--- config.mk ---
export PLATFORM = sky130hd
export DESIGN_NAME = bus_split_arbiter
export DESIGN_NICKNAME = d
export VERILOG_FILES = /design/src/rtl/bus_split_arbiter.sv
export SDC_FILE = /design/constraint.sdc
export NUM_CORES = 1
export LEC_CHECK = 0
export ABC_AREA = 0
export BUFFER_PORTS_ARGS = -buffer_cell sky130_fd_sc_hd__buf_2
export CELL_PAD_IN_SITES_DETAIL_PLACEMENT = 0
export CELL_PAD_IN_SITES_GLOBAL_PLACEMENT = 1
export CORE_MARGIN = 3
export CORE_UTILIZATION = 30
export DETAILED_ROUTE_END_ITERATION = 10
export GPL_TIMING_DRIVEN = 1
export PLACE_DENSITY = 0.62
export SYNTH_ARGS = -nofsm -noshare
export SYNTH_HDL_FRONTEND = slang
export SYNTH_SLANG_ARGS = --single-unit
--- constraint.sdc ---
create_clock -name clk -period 2.15 [get_ports clk]
set_input_delay 0.1075 -clock clk [delete_from_list [all_inputs] [get_ports clk]]
set_output_delay 0.1075 -clock clk [all_outputs]
set_load 0.005 [all_outputs]
--- src/rtl/bus_split_arbiter.sv ---
// Registered arbiter for the dual-master bus with split-transaction parking.
// The state code doubles as the bus_sel mux select.
module bus_split_arbiter #(
   parameter int PRIORITY_MODE = 0,
   parameter int SPLIT_TIMEOUT = 256,
   parameter int CNT_W         = 9
) (
   input  logic       clk,
   input  logic       rst_n,
   input  logic       m1_req,
   input  logic       m2_req,
   input  logic       split_s_req,
   input  logic       split_ack_in,
   output logic       m1_grant,
   output logic       m2_grant,
   output logic       split_s_grant,
   output logic [1:0] bus_sel,
   output logic       split_pending,
   output logic       split_master,
   output logic       split_timeout
);

   localparam logic [1:0] IDLE      = 2'b00;
   localparam logic [1:0] M1_OWN    = 2'b01;
   localparam logic [1:0] M2_OWN    = 2'b10;
   localparam logic [1:0] SPLIT_RET = 2'b11;

   localparam logic             TO_EN       = (SPLIT_TIMEOUT != 0);
   localparam logic [CNT_W-1:0] TIMEOUT_VAL = CNT_W'(SPLIT_TIMEOUT);
   localparam logic [CNT_W-1:0] CNT_MAX     = '1;

   logic [1:0]       state_q, state_d;
   logic             pending_q, pending_d;
   logic             master_q, master_d;
   logic             timeout_q, timeout_d;
   logic             last_q, last_d;
   logic [CNT_W-1:0] cnt_q, cnt_d;

   logic             m1_elig, m2_elig;
   logic             cnt_run, timeout_hit;
   logic [CNT_W-1:0] cnt_inc;

   always_comb begin
      m1_elig     = m1_req && !(pending_q && !master_q);
      m2_elig     = m2_req && !(pending_q && master_q);
      cnt_run     = pending_q && (state_q != SPLIT_RET);
      cnt_inc     = (cnt_q == CNT_MAX) ? cnt_q : cnt_q + CNT_W'(1);
      timeout_hit = TO_EN && cnt_run && (cnt_inc == TIMEOUT_VAL);

      state_d   = state_q;
      pending_d = pending_q;
      master_d  = master_q;
      last_d    = last_q;
      timeout_d = 1'b0;
      cnt_d     = cnt_q;

      if (cnt_run) begin
         cnt_d = cnt_inc;
      end
      // An abandoned split must not also start a data return in the same cycle.
      if (timeout_hit) begin
         timeout_d = 1'b1;
         pending_d = 1'b0;
         cnt_d     = '0;
      end

      case (state_q)
         IDLE: begin
            if (pending_q && !timeout_hit && split_s_req) begin
               state_d = SPLIT_RET;
            end else if (m1_elig && m2_elig) begin
               state_d = ((PRIORITY_MODE == 0) || last_q) ? M1_OWN : M2_OWN;
            end else if (m1_elig) begin
               state_d = M1_OWN;
            end else if (m2_elig) begin
               state_d = M2_OWN;
            end
         end
         M1_OWN: begin
            if (split_ack_in && !pending_q) begin
               pending_d = 1'b1;
               master_d  = 1'b0;
               cnt_d     = '0;
               state_d   = IDLE;
            end else if (!m1_req) begin
               last_d  = 1'b0;
               state_d = IDLE;
            end
         end
         M2_OWN: begin
            if (split_ack_in && !pending_q) begin
               pending_d = 1'b1;
               master_d  = 1'b1;
               cnt_d     = '0;
               state_d   = IDLE;
            end else if (!m2_req) begin
               last_d  = 1'b1;
               state_d = IDLE;
            end
         end
         default: begin
            if (!split_s_req) begin
               pending_d = 1'b0;
               state_d   = IDLE;
            end
         end
      endcase
   end

   // last_q resets to m2 so that m1 wins the first round-robin tie.
   always_ff @(posedge clk or negedge rst_n) begin
      if (!rst_n) begin
         state_q   <= IDLE;
         pending_q <= 1'b0;
         master_q  <= 1'b0;
         timeout_q <= 1'b0;
         last_q    <= 1'b1;
         cnt_q     <= '0;
      end else begin
         state_q   <= state_d;
         pending_q <= pending_d;
         master_q  <= master_d;
         timeout_q <= timeout_d;
         last_q    <= last_d;
         cnt_q     <= cnt_d;
      end
   end

   assign m1_grant      = (state_q == M1_OWN);
   assign m2_grant      = (state_q == M2_OWN);
   assign split_s_grant = (state_q == SPLIT_RET);
   assign bus_sel       = state_q;
   assign split_pending = pending_q;
   assign split_master  = master_q;
   assign split_timeout = timeout_q;

endmodule

### Word-level counts from Yosys, hierarchy flattened

Cells that the tools add are included.
Widths: inputs -> output; s select.

| word-level totals | value |
|---|---|
| word-level logic and storage cells | 61 |
| register bits | 14 |
| output and inout bits | 8 |

| operators by class | value |
|---|---|
| eq/ne operators | 12 |
| muxes and demuxes | 23 |
| reduce and logical (&&, ||, !) cells | 20 |
| add/sub/neg operators | 1 |

Operators by type and width:

| cell | count |
|---|---|
| $mux 9 | 5 |
| $eq 9x9->1 const B | 2 |
| $mux 2 | 9 |
| $logic_and 1x1->1 | 10 |
| $add 9x1->9 const B | 1 |
| $mux 1 | 6 |
| $ne 3x2->1 const B | 2 |
| $pmux 2 s3 | 1 |
| $logic_not 1->1 | 5 |
| $ne 5x5->1 const B | 1 |
| $eq 2x2->1 const B | 2 |
| $ne 2x1->1 const B | 2 |
| $ne 4x1->1 const B | 1 |
| $pmux 1 s2 | 2 |
| $reduce_and 4->1 | 1 |
| $reduce_and 3->1 | 1 |
| $eq 2x1->1 const B | 1 |
| $logic_not 2->1 | 1 |
| $ne 2x2->1 const B | 1 |
| $reduce_bool 2->1 | 1 |
| $reduce_or 2->1 | 1 |

### Longest topological paths before layout

| depth | value |
|---|---|
| depth after elaboration | 9 |
| gate-level depth with buffers | 7 |
| depth with buffers taken out | 7 |

### Worst setup path after synthesis

OpenSTA, ideal clock, no wires.

| timing | value |
|---|---|
| path kind | register -> register |
| from | reg cnt_q[0] |
| to | reg cnt_q[2] |
| path slack | 319 ps |
| arrival | 1696 ps |
| buffers on the path | 0 |
| library setup time | 134 ps |
| data required time | 2016 ps |
| cell stages (with the launch flop) | 7 |
| cell sequence | dfrtp_1 -> ha_1 -> and3_2 -> a311oi_1 -> nor3_2 -> o31ai_4 -> nor3_2 |

| between the ends | value |
|---|---|
| longest elaborated chain between the ends | 7 |
| elaborated cells on any way between the ends | 9 |
| those cells by class | 1 x add/sub; 2 x eq/ne; 5 x mux; 1 x reduce/logical |

Ends and longest elaborated chain:

| item | line | source |
|---|---|---|
| from (decl) | 37 | `logic [CNT_W-1:0] cnt_q, cnt_d;` |
| from (signal assigned) | 125 | `cnt_q <= cnt_d;` |
| $add 9x1->9 or $eq 9x9->1 (tied branches) | 47 | `cnt_inc = (cnt_q == CNT_MAX) ? cnt_q : cnt_q + CNT_W'(1);` |
| $mux 9 * | 47 |  |
| $eq 9x9->1 | 48 | `timeout_hit = TO_EN && cnt_run && (cnt_inc == TIMEOUT_VAL);` |
| $logic_and 1x1->1 | 48 |  |
| $mux 9 * | 61 | `if (timeout_hit) begin` |
| $mux 9 | 80, 91 |  |
| $mux 9 * | -- |  |
| net cnt_d[2] | 37 |  |

Mark *: on every way through the listed nets, which the timed path passes. The rest lies on a longest branch.
A chain may end at the register's enable or synchronous reset.

### Worst setup path in the final report

| timing | value |
|---|---|
| from | reg state_q[0], in the netlist bus_sel[0] |
| to | reg cnt_q[8] |

| between the ends | value |
|---|---|
| longest elaborated chain between the ends | 6 |
| elaborated cells on any way between the ends | 10 |
| those cells by class | 3 x eq/ne; 4 x mux; 3 x reduce/logical |

Ends and longest elaborated chain:

| item | line | source |
|---|---|---|
| from (decl) | 32 | `logic [1:0] state_q, state_d;` |
| from (signal assigned) | 120 | `state_q <= state_d;` |
| $ne 2x2->1 | 46 | `cnt_run = pending_q && (state_q != SPLIT_RET);` |
| $logic_and 1x1->1 | 46 |  |
| $mux 9 or $logic_and 1x1->1 (tied branches) | 57, 48 |  |
| $mux 9 | 61 |  |
| $mux 9 | 80, 91 |  |
| $mux 9 * | -- |  |
| net cnt_d[8] | 37 |  |

Marks and branches as above.

==> results.cfg <==
[final_layout]
stdcell_area_um2 = 1180
final_cell_mix = dfrtp_1 (14), buf_2 (13), nor2_1 (10)
nets = 138
final_common_cell = dfrtp_1
diodes = 0
layout-drive-gt1-share = 0.286
synthToLayoutAreaGrowth_pct = 17.1

[logic_synthesis]
synth_area_um2 = 1010
yosysTopAreaCell = dfrtp_1
synthTopCellsByArea = dfrtp_1 (35%), ha_1 (6.2%), nor2_1 (3.7%), a21oi_1 (3.5%), buf_6 (3.3%)
synth_nets = 117
syn_area_per_cell_um2 = 9.55
synth-seq-cells = 14
ys_seq_area_frac = 0.346
ys_warn_count = 0
synth_cell_types = 43
synthCells = 106
synth_top_area_share = 0.346

[place]
dp_slack_ns = 0.189
hpwl_mm = 1.89
io_buffers = 13
place_congestion = 0.929
place_area_um2 = 1120

[job]
drv_cap = 0

[setup_path]
cp_num_cells = 7
ff2ff_path_depth = 7
critPathMaxFanout = 6
critical_path_arrival_ns = 2.17
critPathRequiredTime_ns = 2.31
worstPathBufferInverterCount = 1
crit_path_end_kind = register
path_delay_family = compound AO/OA/AOI/OAI gates
crit_type = reg2reg
cp_cell_sequence = ha_1 > nand2b_1 > nor3b_1 > o211ai_2 > o31ai_4 > buf_4 > a21oi_1
crit_slowest_cell = dfrtp_1
max_stage_delay_ns = 0.45
crit_path_start_kind = register

[die]
fp.coreArea_um2 = 3130
die_w_um = 64.1
initial_utilization = 0.324
rows = 20
dieArea_um2 = 4110
ioPinCount = 14
fp.dieH_um = 64.1

[power]
p_total_w = 0.00132
power_density_nw_per_um2 = 1120
power.leakage_nw = 0.493
ir_drop_mv = 0.558

[sta]
max_slew_margin = 0.680
period_share = 0.931
layout_setup_ws_ns = 0.149
hold_violations = 0
hold_slack_ns = 0.165
period_needed_ns = 2.00
setup_tns_ns = 0
slew_violations = 0
fin_worst_skew_ns = 0.000295
setup_violations = 0
clock.fmax_mhz = 500
tightest_slew_ns = 0.479

[clocking]
clock-sinks = 14
htreeDepth = 1
cts_buffer_depth = 2
clk_latency_ns = 0.27
cts_root_buf = clkbuf_4
path_clk_slew_ns = 0.08
cts_buffers = 3
cts_tree = yes

[routing]
post_drt_wl_per_cell_um = 14.2
wl_mm = 2.41
drc_errors = 0
drtIter0Drc = 67
first_pass_iters = 4
routed_via_density = 5.37
postRouteAntennaNets = 0
num_vias = 913

[global_route]
grt_pass1_wl_mm = 4.04
grt_pass1_vias = 864
grt.overflow.total = 0
grtUsageTotal = 0.125
grt_max_degree = 15
antenna_found_initial = 0

[outcome]
status = finished, final reports clean

[hold_path]
hold-path-cell-count = 3
hp-class = in2reg
==> what timing repair did <==
action	CTS	global route
buffers inserted	0	2
hold endpoints to repair	14	0
endpoints found under the setup margin	0	8
hold buffers	1	0
gates resized for setup	0	0
==> cell type report <==
type	instances	area (um^2)
Fill cell	320	1940
Multi-Input combinational cell	83	604
Sequential cell	14	350
Timing Repair Buffer	20	120
Tap cell	44	55.1
Clock buffer	4	36.3
Inverter	5	18.8
==> final timing paths <==
| kind | from | to | slack (ns) |
|---|---|---|---|
| worst max-delay path | bus_sel[0]$_DFFE_PN0P_ | cnt_q[8]$_DFF_PN0_ | 0.15 |
| worst min register to register | cnt_q[8]$_DFF_PN0_ | cnt_q[8]$_DFF_PN0_ | 0.60 |
| worst max register to register | bus_sel[0]$_DFFE_PN0P_ | cnt_q[8]$_DFF_PN0_ | 0.15 |
| worst min-delay path | split_s_req | bus_sel[0]$_DFFE_PN0P_ | 0.16 |
| max in group asynchronous | rst_n | cnt_q[2]$_DFF_PN0_ | 1.65 |
| min in group asynchronous | rst_n | cnt_q[5]$_DFF_PN0_ | 0.26 |
==> synthesized netlist by cell type <==
cell and instances:
or2_0 1, and4_1 2, nor2b_1 1, inv_1 5, a311oi_1 1, and3_1 1
o221a_2 1, nand2_1 6, nor3b_1 1, a31oi_1 1, nor2_1 10, a211oi_1 2
o221ai_1 1, buf_2 1, nand3_1 5, o31ai_4 1, o21ai_0 4, a21oi_1 7
xnor2_4 1, a21oi_2 1, nor4_2 1, or3_4 1, xor2_1 1, mux2i_1 2
or3_1 1, o22ai_1 3, a22oi_1 2, nand4_1 4, nand3_2 1, nor4_1 1
a21boi_0 1, ha_1 5, nor3_2 3, dfrtp_1 14, o32ai_1 1, nand2_4 1
o21bai_1 1, nor4b_1 1, buf_6 3, nor3_1 2, nand2b_1 2, o211ai_2 1
and3_2 1
==> kinds of logic (layout without fill, tap and decap cells) <==
group | count (synthesis) | after routing | share of synthesized area
simple gates | 46 | 46 | 0.277
compound gates | 28 | 28 | 0.203
flops | 14 | 14 | 0.346
buf+inv | 9 | 29 | 0.0569
fa+ha+maj | 5 | 5 | 0.0618
xor+xnor | 2 | 2 | 0.0359
mux | 2 | 2 | 0.0198
==> power breakdown <==
| part | internal (W) | switching (W) | total (W) |
|---|---|---|---|
| clock | 0.000103 | 0.0000835 | 0.000186 |
| combinational | 0.000322 | 0.000376 | 0.000698 |
| sequential | 0.000332 | 0.000108 | 0.000439 |
| total | 0.000757 | 0.000567 | 0.00132 |
==> flip-flops by register name, summed over array words and instances (netlist names) <==
register / flops
split_timeout: 1
bus_sel: 2
split_master: 1
cnt_q: 9
split_pending: 1
==> through the flow <==
stage / std cells / utilization
floorplan: 106 / -
global placement: 163 / 0.359
detailed placement: 163 / 0.359
CTS: 168 / 0.374
global route: 170 / 0.379
finish: 170 / 0.379
==> per-layer routing <==
metal | part of all wire | GRT usage | vias to the layer above
li1 | - | - | 440
met1 | 0.50 | 0.170 | 448
met2 | 0.45 | 0.188 | 19
met3 | 0.024 | 0.0158 | 6
met4 | 0.027 | 0.0728 | 0
met5 | 0 | 0 | -
==> worst min-delay path, delay by kind of cell <==
| kind | cells | cell delay [ns] |
|---|---|---|
| compound gates | 1 | 0.08 |
| simple gates | 1 | 0.08 |
| buf+inv | 1 | 0.13 |
Power figures use the tool's default switching activity.
